<file path="src/rtl/instr_fetch_decode.sv">
// Instruction fetch/decode front end: reads one- or two-byte instructions from
// memory, owns the PC, and presents decoded instructions on a valid/ready port.
module instr_fetch_decode #(
   parameter int                ADDR_W   = 8,
   parameter logic [ADDR_W-1:0] RESET_PC = '0
) (
   input  logic              clk,
   input  logic              rst,
   output logic              mem_rd_o,
   output logic [ADDR_W-1:0] mem_addr_o,
   input  logic [7:0]        mem_rdata_i,
   output logic              dec_valid_o,
   input  logic              dec_ready_i,
   output logic [3:0]        dec_opcode_o,
   output logic [1:0]        dec_rd_o,
   output logic [1:0]        dec_rs_o,
   output logic [7:0]        dec_operand_o,
   output logic [ADDR_W-1:0] dec_pc_o,
   input  logic              redirect_i,
   input  logic [ADDR_W-1:0] redirect_addr_i
);

   typedef enum logic [1:0] {FETCH, DEC, IMM, ISSUE} state_t;

   state_t            state_q;
   logic [ADDR_W-1:0] pc_q;
   logic [7:0]        ir_q;
   logic              decValid_q;
   logic [3:0]        decOpcode_q;
   logic [1:0]        decRd_q;
   logic [1:0]        decRs_q;
   logic [7:0]        decOperand_q;
   logic [ADDR_W-1:0] decPc_q;
   logic              needOperand;

   // Opcodes 8..15 carry a second byte, so the top opcode bit alone decides it.
   assign needOperand = (state_q == DEC) && mem_rdata_i[7];

   // The read strobe is forced low while reset is held so the memory sees no
   // spurious access even though the FSM rests in FETCH.
   assign mem_rd_o   = !rst && ((state_q == FETCH) || needOperand);
   assign mem_addr_o = needOperand ? pc_q + ADDR_W'(1) : pc_q;

   assign dec_valid_o   = decValid_q;
   assign dec_opcode_o  = decOpcode_q;
   assign dec_rd_o      = decRd_q;
   assign dec_rs_o      = decRs_q;
   assign dec_operand_o = decOperand_q;
   assign dec_pc_o      = decPc_q;

   always_ff @(posedge clk or posedge rst) begin
      if (rst) begin
         state_q      <= FETCH;
         pc_q         <= RESET_PC;
         ir_q         <= '0;
         decValid_q   <= 1'b0;
         decOpcode_q  <= '0;
         decRd_q      <= '0;
         decRs_q      <= '0;
         decOperand_q <= '0;
         decPc_q      <= '0;
      end else if (redirect_i) begin
         // Redirect wins everywhere; decoded fields keep their last values.
         state_q    <= FETCH;
         pc_q       <= redirect_addr_i;
         decValid_q <= 1'b0;
      end else begin
         case (state_q)
            FETCH: begin
               state_q <= DEC;
            end
            DEC: begin
               ir_q <= mem_rdata_i;
               if (mem_rdata_i[7]) begin
                  state_q <= IMM;
               end else begin
                  decOpcode_q  <= mem_rdata_i[7:4];
                  decRd_q      <= mem_rdata_i[3:2];
                  decRs_q      <= mem_rdata_i[1:0];
                  decOperand_q <= 8'd0;
                  decPc_q      <= pc_q;
                  decValid_q   <= 1'b1;
                  pc_q         <= pc_q + ADDR_W'(1);
                  state_q      <= ISSUE;
               end
            end
            IMM: begin
               decOpcode_q  <= ir_q[7:4];
               decRd_q      <= ir_q[3:2];
               decRs_q      <= ir_q[1:0];
               decOperand_q <= mem_rdata_i;
               decPc_q      <= pc_q;
               decValid_q   <= 1'b1;
               pc_q         <= pc_q + ADDR_W'(2);
               state_q      <= ISSUE;
            end
            ISSUE: begin
               if (dec_ready_i) begin
                  decValid_q <= 1'b0;
                  state_q    <= FETCH;
               end
            end
            default: begin
               state_q <= FETCH;
            end
         endcase
      end
   end

endmodule

</file>
<file path="config.mk">
export PLATFORM = sky130hd
export DESIGN_NAME = instr_fetch_decode
export DESIGN_NICKNAME = d
export VERILOG_FILES = /design/src/rtl/instr_fetch_decode.sv
export SDC_FILE = /design/constraint.sdc
export NUM_CORES = 1
export LEC_CHECK = 0
export ABC_AREA = 1
export CAP_MARGIN = 15
export CORE_ASPECT_RATIO = 0.6
export CORE_MARGIN = 2
export CORE_UTILIZATION = 36
export DETAILED_ROUTE_END_ITERATION = 8
export REMOVE_ABC_BUFFERS = 1
export SYNTH_ARGS = -nofsm -noshare
export SYNTH_HDL_FRONTEND = slang
export SYNTH_SLANG_ARGS = --single-unit
</file>
<file path="constraint.sdc">
create_clock -name clk -period 1.99 [get_ports clk]
set_input_delay 0.398 -clock clk [delete_from_list [all_inputs] [get_ports clk]]
set_output_delay 0.398 -clock clk [all_outputs]
set_load 0.005 [all_outputs]
</file>
# Yosys cells after proc, flatten, opt, wreduce, memory -nomap -nowiden
# Index checks and enable logic that the tools add are counted.
[classes]
add_sub_neg = 2
eq_ne = 6
n_mux = 22
n_bitwise = 1
n_reduce_logical = 12
[ops]
columns = ["cell", "count"]
rows = [
  ["$pmux W8 S2", 3],
  ["$mux W8", 5],
  ["$add A8 B1 Y8 const B", 1],
  ["$add A8 B2 Y8 const B", 1],
  ["$mux W2", 4],
  ["$pmux W2 S2", 2],
  ["$pmux W2 S4", 1],
  ["$pmux W4 S2", 1],
  ["$ne A3 B3 Y1 const B", 2],
  ["$reduce_and A3 Y1", 2],
  ["$eq A2 B2 Y1 const B", 2],
  ["$mux W1", 4],
  ["$mux W4", 1],
  ["$reduce_and A2 Y1", 2],
  ["$reduce_bool A4 Y1", 1],
  ["$pmux W1 S3", 1],
  ["$reduce_bool A3 Y1", 1],
  ["$eq A2 B1 Y1 const B", 1],
  ["$logic_and A1 B1 Y1", 2],
  ["$logic_not A2 Y1", 1],
  ["$ne A2 B2 Y1 const B", 1],
  ["$reduce_bool A2 Y1", 1],
  ["$logic_not A1 Y1", 1],
  ["$logic_or A1 B1 Y1", 1],
  ["$not A1 Y1", 1],
]
[totals]
register_bits = 43
input_bits = 20
output_inout_bits = 34
elab_cells = 52

# Logic depth before layout (Yosys ltp)
# Gate-level depths: netlist of the first run.
[depth]
depth_word = 4
mapped_depth = 11
ltp_nobuf = 10

# Least setup slack after synthesis of the first run
# Ideal clock, no wire load.
[synth_timing]
kind = "register to output"
startpoint = "register state_q[1]"
endpoint = "output mem_addr_o[6]"
arrival_time_ns = 1.253
required_ns = 1.592
slack_ns = 0.339
stages_incl_launch_ff = 7
path_buffers = 1
cell_sequence = "dfrtp_1 > inv_1 > ha_1 > nand2_1 > clkbuf_1 > nor2_1 > a21oi_1"
[synth_between]
elab_chain_cells = 3
[synth_rtl]
columns = ["element", "line", "rtl"]
rows = [
  ["from (decl)", "25", "state_t state_q;"],
  ["from (signal assigned)", "53", "state_q <= FETCH;"],
  ["from (signal assigned)", "64", "state_q <= FETCH;"],
  ["from (signal assigned)", "70", "state_q <= DEC;"],
  ["$eq A2 B1 Y1", "37", "assign needOperand = (state_q == DEC) && mem_rdata_i[7];"],
  ["$logic_and A1 B1 Y1", "37", ""],
  ["$mux W8", "42", "assign mem_addr_o = needOperand ? pc_q + ADDR_W'(1) : pc_q;"],
  ["to (decl)", "10", "output logic [ADDR_W-1:0] mem_addr_o,"],
]
# Every way passes these cells.

# Final worst setup path of the first run
[layout_timing]
startpoint = "register pc_q[1]"
endpoint = "output mem_addr_o[4]"
[layout_between]
elab_chain_cells = 2
[layout_rtl]
columns = ["element", "line", "rtl"]
rows = [
  ["from (decl)", "26", "logic [ADDR_W-1:0] pc_q;"],
  ["from (signal assigned)", "65", "pc_q <= redirect_addr_i;"],
  ["from (signal assigned)", "83", "pc_q <= pc_q + ADDR_W'(1);"],
  ["from (signal assigned)", "94", "pc_q <= pc_q + ADDR_W'(2);"],
  ["$add A8 B1 Y8", "42", ""],
  ["$mux W8", "42", ""],
]
# Every way passes these cells.

==> out/qor.yml, run 1 <==
setup_path:
  path_cells: "buf_6 > ha_4 > nand3_2 > xor2_2 > nor2_1 > a21oi_1 > buf_2"
  crit_required_ps: 1590
  worstSetupPathType: "reg2out"
  slowest_stage: "dfrtp_1"
  reg2regPathDepth: 12
  cp.arrival_ps: 1560
  r2r_slack_ps: 120
  r2r_start: "state_q[0]"
  rr_endpoint: "pc_q[2]"
  cp-start-kind: "register"
  cp_max_fo: 3
  cp_slowest_stage_delay_ps: 410
  end_kind: "primary output"
floorplan:
  floorplan.rows: 22
  start_util_pct: 37.5
  die_h_um: 66.1
  core_area_mm2: 0.00617
  dieArea_mm2: 0.00710
  io_pins: 54
  die_x_um: 107
synthesis:
  synth_commonest_cells: "nand2_1, dfrtp_1, o21ai_0"
  synth_top_area_cell: "dfrtp_1"
  synth_area_leaders: "dfrtp_1, nand2_1, o21ai_0, ha_1, inv_1"
  synth_seq_cells: 43
  yosysWarnings: 0
  syn_area_per_cell_um2: 8.08
  netlist_area_mm2: 0.00231
  synth_most_common_cell: "nand2_1"
  netlist-cell-type-count: 28
  synth_cells: 286
  synth_top_flop_cell: "dfrtp_1"
  seq_area_frac_synth_pct: 46.6
  yosys.area.top_type_share_pct: 46.6
  synth_async_sr_flop_share_pct: 100
  synth_edf_count: 0
drt:
  vias: 2128
  drc: 0
  vias_per_cell: 4.64
  wire_per_inst_um: 13.3
  dr.pass1.iters: 4
  drt-initial-drc-count: 132
  postRouteWirelength_um: 6100
  final_antenna_net_count: 0
clocking:
  clk_pin_slew_ps: 100
  tritoncts: "built"
  root_buffer: "clkbuf_8"
  max-clock-path-buffers: 2
  htreeDepth: 2
  cts_buffers: 5
  hold_buffers: 0
  clkSinkCount: 43
  clk-insertion-delay-late_ps: 300
flow_run:
  drv_cap: 0
cells_and_area:
  num-fill-cells: 610
  design_area_mm2: 0.00336
  syn_to_final_growth_pct: 45.5
  drive_gt1_share_pct: 21.6
  fin_nets: 403
  antenna_cells: 0
sta:
  fin_skew_ps: 7.82
  period_minus_slack_ps: 1960
  slew_headroom_pct: 54.6
  hold_viol: 0
  finalMaxSlewViolations: 0
  max_slew.worst_pin.slew_ps: 677
  rsz0062_at_grt: "true"
  report.final.setup_viol: 0
  min_period_over_period_pct: 98.5
  fin_setup_tns_ps: 0
  fmax_mhz: 510
placement:
  gp_congestion: 0.831
  dpl.hpwl_um: 4230
  dpl_cell_area_mm2: 0.00309
  io_buffers: 53
grt:
  grt_pass1_vias: 2022
  grt_pass1_wl_um: 10200
  antenna_found_initial: 0
  grt_overflow_total: 0
  grt_max_degree: 36
  gr-usage-all-layers_pct: 18.6
power:
  p_leak_nw: 1.62
  peakVddDrop_mv: 0.486
  powerDensity_mw_per_mm2: 1470
run_status:
  status: "finished clean"
worst_hold_path:
  min_path_type: "in2async"
-- critical path, delay by kind of cell, from the launching register on --
kind            cells  cell delay (ps)
compound gates      1              110
xor+xnor            1              160
fa+ha+maj           1              160
buf+inv             2              260
flops               1              410
simple gates        2              160
-- cell usage in the layout (no fill, tap or decap), types with 5 or more instances in the layout --
cell	synthesis	layout
o31ai_1	7	7
a21oi_1	7	7
nand3_1	16	15
ha_1	9	6
clkdlybuf4s50_1	0	43
buf_2	3	6
dfrtp_1	43	41
buf_4	0	33
o21ai_0	30	29
inv_1	29	26
nand2_1	78	75
nor2_1	16	14
o21ai_1	11	11
clkbuf_8	0	5
buf_6	4	6
-- routing by layer --
metal / wire, um / share of wire, % / track usage, %
met3: 436 / 7.1 / 4.04
met2: 2310 / 38 / 25.7
met5: 0 / 0 / 0
met1: 3320 / 54 / 29.5
met4: 29 / 0.48 / 3.37
-- how the worst max path moves through the flow --
stage,start,cells past startpoint,to
after floorplan,state_q[0],10,pc_q[4]
after global placement,mem_rdata_i[7],6,mem_addr_o[5]
after detailed placement,mem_rdata_i[7],6,mem_addr_o[5]
after CTS,state_q[1],8,mem_addr_o[4]
after global routing,pc_q[1],10,mem_addr_o[7]
final,pc_q[1],7,mem_addr_o[4]
-- flip-flops by register name (all words and copies together) (netlist names) --
register and count:
dec_operand_o 8, dec_pc_o 8, ir_q 8, pc_q 8, dec_opcode_o 4, dec_rd_o 2, dec_rs_o 2, state_q 2
dec_valid_o 1
-- cell families after synthesis --
| kind of cell | synth area share (%) |
|---|---|
| AO/OA/AOI/OAI | 16.5 |
| adder cells (fa/ha/maj) | 4.87 |
| AND/OR/NAND/NOR | 21.0 |
| XOR/XNOR | 2.27 |
| buffers and inverters | 8.77 |
| flip-flops | 46.6 |
-- cell type report --
type                       instances  area [um2]  share of cell area, %
multi-input combinational        198        1120                   33.3
sequential                        43        1080                   32.1
timing repair buffer              94         843                   25.1
inverter                          32         120                   3.57
tap                               84         105                   3.13
clock buffer                       5        68.8                   2.05
clock inverter                     3        26.3                  0.781
-- report_power, final --
| part | leakage (nW) | internal, mW | switching, mW | total [mW] |
|---|---|---|---|---|
| combinational | 1.03 | 1.44 | 1.34 | 2.78 |
| sequential | 0.543 | 1.27 | 0.279 | 1.55 |
| clock | 0.0491 | 0.259 | 0.348 | 0.607 |
-- through the flow --
step / utilization [%] / setup slack, ps / cells / total power [mW] / hold WS [ps]
2_1_floorplan: - / -243 / 273 / 2.70 / 448
3_3_place_gp: 50.1 / -389 / 437 / 4.02 / 462
3_5_place_dp: 50.1 / -401 / 437 / 4.05 / 471
4_1_cts: 53.7 / -116 / 454 / 4.84 / 458
5_1_grt: 54.5 / -142 / 459 / 5.39 / 469
6_report: 54.5 / 30.1 / 459 / 4.94 / 445
-- what timing repair did --
action	4_1_cts	5_1_grt
resized for setup	47	14
pin swaps	9	9
gates cloned	1	0
endpoints found under the setup margin	9	7
buffers inserted	8	5
(Power assumes the default switching activity.)
==> run 2: changes to the inputs <==
Clock period 1.99 ns to 2.3 ns, I/O delays scaled along.
==> run 2 against run 1 <==
Against the previous run:
- core utilization shrank 3.8 points
- critical path depth increased by 1
- count of clock-buffer cells in the layout unchanged
- sequential share of layout area up 2.4 points
- total power shrank 21%
- cell area decreased by 6.9%
- register-to-register slack better by 170 ps
- critical path type unchanged
==> out/qor.yml, run 2 (same netlist as run 1, synthesis figures left out) <==
drt:
  dr.pass1.iters: 4  # unchanged
  wire_per_inst_um: 13.0  # -1.9%
  drc: 0  # unchanged
  drt-initial-drc-count: 102  # -23%
  vias: 2089  # -1.8%
  final_antenna_net_count: 0  # unchanged
  postRouteWirelength_um: 5690  # -6.8%
  vias_per_cell: 4.79  # +3.3%
placement:
  dpl_cell_area_mm2: 0.00299  # -3.4%
  io_buffers: 53  # unchanged
  gp_congestion: 0.829  # -0.26%
  dpl.hpwl_um: 4060  # -3.9%
  dpl_worst_slack_ps: -189  # +211 ps
setup_path:
  worstSetupPathType: "reg2out"
  cp_max_fo: 7  # +4
  end_kind: "primary output"
  cp-start-kind: "register"
  crit_required_ps: 1840  # +250 ps
  cp.arrival_ps: 1750  # +190 ps
  reg2regPathDepth: 11  # -1
clocking:
  root_buffer: "clkbuf_8"
  clk-insertion-delay-late_ps: 300  # about the same
  max-clock-path-buffers: 2  # unchanged
  cts_buffers: 5  # unchanged
  clk_pin_slew_ps: 80  # -20 ps
  tritoncts: "built"
  htreeDepth: 2  # unchanged
  clkSinkCount: 43  # unchanged
  hold_buffers: 0  # unchanged
power:
  combPwrFrac_pct: 53.8  # -2.5 points
  peakVddDrop_mv: 0.470  # -3.2%
  p_sw_mw: 1.54  # -22%
  power.share.sequential_pct: 34.1  # +2.7 points
  total_power_mw: 3.89  # -21%
  powerDensity_mw_per_mm2: 1240  # -15%
  sw_frac_of_total_pct: 39.6  # -0.16 points
  clkPwrFrac_pct: 12.1  # -0.2 points
  p_leak_nw: 1.49  # -8.2%
  p_int_mw: 2.35  # -21%
cells_and_area:
  drive_gt1_share_pct: 12.8  # -8.8 points
  fin_nets: 382  # -5.2%
  antenna_cells: 0  # unchanged
  design_area_mm2: 0.00313  # -6.9%
  final_common_cell: "nand2_1"
  layout.cells.most_common_list: "nand2_1, clkdlybuf4s50_1, dfrtp_1, o21ai_0, inv_1"
  syn_to_final_growth_pct: 35.5
grt:
  grt_pass1_vias: 2002  # -0.99%
  grt_pass1_wl_um: 9730  # -4.7%
  gr-usage-all-layers_pct: 17.9  # -0.75 points
  antenna_found_initial: 0  # unchanged
  grt_overflow_total: 0  # unchanged
  grt_max_degree: 41  # +14%
floorplan:
  die_h_um: 66.1  # unchanged
  core_area_mm2: 0.00617  # unchanged
  die_x_um: 107  # unchanged
  floorplan.rows: 22  # unchanged
  dieArea_mm2: 0.00710  # unchanged
  start_util_pct: 37.5  # unchanged
  io_pins: 54  # unchanged
sta:
  max_slew.worst_pin.slew_ps: 535  # -142 ps
  slew_headroom_pct: 64.1  # +9.5 points
  period_minus_slack_ps: 2210
  fin_skew_ps: 5.55  # -2.26 ps
  fmax_mhz: 452
  worst_slack_ps: 87.8  # +57.7 ps
  report.final.setup_viol: 0  # unchanged
  finalMaxSlewViolations: 0  # unchanged
  min_period_over_period_pct: 96.2
  hold_viol: 0  # unchanged
run_status:
  status: "finished clean"
flow_run:
  drv_cap: 0  # unchanged
worst_hold_path:
  min_path_type: "in2async"
[run 2: routing by layer]
layer	wire length, um	track usage [%]
met5	0	0
met4	58	4.81
met3	338	3.74
met2	2170	24.7
met1	3120	27.8
[run 2: stage by stage]
step,hold WS (ps),instances,utilization [%],setup TNS (ps)
after CTS,489,434,50.3,0
after detailed placement,469,423,48.4,-1200
final,477,436,50.8,0
after global placement,463,423,48.4,-958
after floorplan,448,273,-,0
after global routing,512,436,50.8,-10.7
[run 2: worst max-delay path, stage by stage (launching register included)]
cell           delay (ps)
dfrtp_1               390
inv_1                  80
ha_2                  190
nand2_2                70
buf_6                 150
buf_4                 160
nor2_1                100
a21oi_1                40
dlygate4sd2_1         260
[run 2: path summary, 6_finish.rpt]
kind,from,end,slack (ps)
min reg2reg,ir_q[1],ir_q[1],480
max in group asynchronous,rst,pc_q[4],1320
max reg2reg,state_q[0],pc_q[2],290
max,state_q[1],mem_addr_o[4],90
min,rst,state_q[1],480
min in group clk,ir_q[1],ir_q[1],480
[run 2: area by class of cell]
| type | instances | area, um2 |
|---|---|---|
| clock buffer | 5 | 68.8 |
| clock inverter | 1 | 7.51 |
| fill | 630 | 3030 |
| inverter | 32 | 120 |
| multi-input combinational | 198 | 1050 |
| sequential | 43 | 1080 |
| tap | 84 | 105 |
| timing repair buffer | 73 | 697 |
[run 2: timing repair]
action | in CTS | in global routing
pin swaps | 1 | 0
gates cloned | 0 | 0
buffers inserted | 5 | 2
endpoints found under the setup margin | 9 | 4
resized for setup | 18 | 5
[run 2: power groups by stage]
| stage | Clock, mW | Sequential [mW] | Combinational (mW) |
|---|---|---|---|
| floorplan | 0 | 1.34 | 0.992 |
| global placement | 0 | 1.33 | 2.02 |
| detailed placement | 0 | 1.35 | 2.03 |
| CTS | 0.479 | 1.33 | 2.06 |
| global route | 0.507 | 1.38 | 2.39 |
| finish | 0.469 | 1.33 | 2.09 |
==> run 3: changes to the inputs <==
Settings changed: PLACE_DENSITY set to 0.72, REMOVE_ABC_BUFFERS 1 to unset.
==> run 3 against run 2 <==
Against the previous run:
- critical path depth shrank 2
- combinational power is essentially flat
- global-route usage decreased by 0.24 points
- critical path type unchanged
- largest cell class is now multi-input gates
==> out/qor.yml, run 3 (same netlist as run 1, synthesis figures left out) <==
power:
  combPwrFrac_pct: 53.9  # about the same
  sw_frac_of_total_pct: 39.7  # about the same
  total_power_mw: 3.92  # +0.78%
  p_sw_mw: 1.55  # +0.86%
  clkPwrFrac_pct: 12.1  # about the same
  p_leak_nw: 1.52  # +1.9%
  peakVddDrop_mv: 0.450  # -4.4%
  p_int_mw: 2.36  # +0.73%
  power.share.sequential_pct: 34.0  # about the same
  powerDensity_mw_per_mm2: 1240  # -0.17%
setup_path:
  worstSetupPathType: "reg2out"
  reg2regPathDepth: 11  # unchanged
  r2r_slack_ps: 320  # +30 ps
  end_kind: "primary output"
  cp_slowest_stage_delay_ps: 480  # +90 ps
  rr_endpoint: "pc_q[2]"
  r2r_start: "state_q[0]"
  slowest_stage: "dfrtp_2"
  path_cells: "ha_4 > nand3_1 > xor2_1 > nor2_1 > a21oi_1 > dlygate4sd2_1"
  cp.arrival_ps: 1710  # -40 ps
  crit_required_ps: 1840  # about the same
  cp-start-kind: "register"
  cp_max_fo: 4  # -3
cells_and_area:
  drive_gt1_share_pct: 11.9  # -0.89 points
  layout.cells.most_common_list: "nand2_1, clkdlybuf4s50_1, dfrtp_1, o21ai_0, inv_1"
  final_common_cell: "nand2_1"
  fin_nets: 381  # -0.26%
  antenna_cells: 0  # unchanged
  syn_to_final_growth_pct: 36.8
sta:
  finalMaxSlewViolations: 0  # unchanged
  period_minus_slack_ps: 2170  # -37.8 ps
  fmax_mhz: 460  # +1.7%
  min_period_over_period_pct: 94.5  # -1.6 points
  rsz0062_at_grt: "false"
  slew_headroom_pct: 43.8  # -20 points
  max_slew.worst_pin.slew_ps: 837  # +302 ps
  fin_setup_tns_ps: 0  # unchanged
  fin_skew_ps: 6.13  # +0.574 ps
  hold_viol: 0  # unchanged
  report.final.setup_viol: 0  # unchanged
drt:
  vias: 2039  # -2.4%
  drc: 0  # unchanged
  wire_per_inst_um: 13.2  # +1.2%
  postRouteWirelength_um: 5770  # +1.4%
  dr.pass1.iters: 4  # unchanged
  drt-initial-drc-count: 113  # +11%
  vias_per_cell: 4.67  # -2.6%
  final_antenna_net_count: 0  # unchanged
worst_hold_path:
  whs_path_depth: 2
  min_path_type: "reg2reg"
  hold_start: "ir_q[3]"
  min_to: "ir_q[3]"
floorplan:
  floorplan.rows: 22  # unchanged
  core_area_mm2: 0.00617  # unchanged
  start_util_pct: 37.5  # unchanged
  dieArea_mm2: 0.00710  # unchanged
  io_pins: 54  # unchanged
  die_h_um: 66.1  # unchanged
  die_x_um: 107  # unchanged
flow_run:
  drv_cap: 0  # unchanged
clocking:
  clk-insertion-delay-late_ps: 290  # about the same
  clk_pin_slew_ps: 80  # about the same
  hold_buffers: 0  # unchanged
  htreeDepth: 2  # unchanged
  max-clock-path-buffers: 2  # unchanged
  tritoncts: "built"
  clkSinkCount: 43  # unchanged
  root_buffer: "clkbuf_8"
  cts_buffers: 5  # unchanged
placement:
  gp_congestion: 0.903  # +9.0%
  io_buffers: 53  # unchanged
  dpl.hpwl_um: 4280  # +5.2%
grt:
  grt_pass1_vias: 1997  # -0.25%
  grt_overflow_total: 0  # unchanged
  antenna_found_initial: 0  # unchanged
  grt_pass1_wl_um: 9700  # -0.29%
  gr-usage-all-layers_pct: 17.6  # -0.24 points
  grt_max_degree: 48  # +17%
synthesis:
  synth_nets: 315
run_status:
  status: "finished clean"
==> run 3: cell types whose count changed in the layout (fill, tap and decap cells not counted), moves of 2 or more <==
| cell | before | now |
|---|---|---|
| dlymetal6s2s_1 | 0 | 2 |
| buf_4 | 17 | 15 |
| nor2_2 | 4 | 2 |
| dlygate4sd2_1 | 10 | 8 |
| ha_2 | 4 | 1 |
| ha_4 | 0 | 2 |
==> run 3: area by class of cell <==
cell class / instances / area, um2
well taps: 84 / 105
clock inverters: 2 / 12.5
flip-flops and latches: 43 / 1080
inverters: 32 / 120
multi-input cells: 198 / 1080
repair buffers: 72 / 694
fillers: 617 / 3000
clock buffers: 6 / 72.6
==> run 3: per-layer routing <==
layer	GRT usage (%)	vias up	wire, um
li1	-	1054	-
met1	25.4	928	2950
met2	26.4	52	2380
met3	5.12	5	404
met4	3.37	0	35
met5	0	-	0
==> run 3: metrics by stage <==
step / util [%] / cells / instance area, um2 / hold WS (ps) / worst slack, ps
2_1_floorplan: - / 286 / 2310 / 448 / 587
3_3_place_gp: 48.6 / 424 / 2990 / 464 / -204
3_5_place_dp: 48.6 / 424 / 2990 / 469 / -249
4_1_cts: 51.2 / 437 / 3160 / 489 / 23.5
5_1_grt: 51.3 / 437 / 3160 / 517 / 1.32
6_report: 51.3 / 437 / 3160 / 483 / 126
==> run 3: worst max path at each step <==
stage                    from             to  slack [ps]  cells past startpoint
3_3_place_gp   mem_rdata_i[7]  mem_addr_o[5]        -200                      6
3_5_place_dp   mem_rdata_i[7]  mem_addr_o[5]        -250                      6
6_report              pc_q[1]  mem_addr_o[4]         130                      6
5_1_grt            state_q[1]  mem_addr_o[7]           1                      8
4_1_cts            state_q[1]  mem_addr_o[3]          20                      6
2_1_floorplan      state_q[1]  mem_addr_o[6]         590                      6
==> run 3: critical path: cells and delay by family, from the launching register on <==
family	cells	cell delay, ps
DFF	1	480
buffers and inverters	1	240
xor gates and xnor gates	1	220
adders and majority gates	1	200
and+or+nand+nor	2	180
AOI/OAI and AO/OA	1	100
==> run 3: timing repair <==
item                       CTS  global route
cloned                       1             0
pin swaps                    2             0
hold endpoints to repair     0             0
resized for setup           21             2
buffers inserted             4             0
setup endpoints to repair    9             2
==> run 3: power groups by stage <==
stage / combinational [mW] / sequential (mW) / clock, mW
floorplan: 1.12 / 1.32 / 0
global placement: 2.02 / 1.33 / 0
detailed placement: 2.06 / 1.34 / 0
CTS: 2.13 / 1.33 / 0.492
global route: 2.39 / 1.38 / 0.525
finish: 2.11 / 1.33 / 0.474
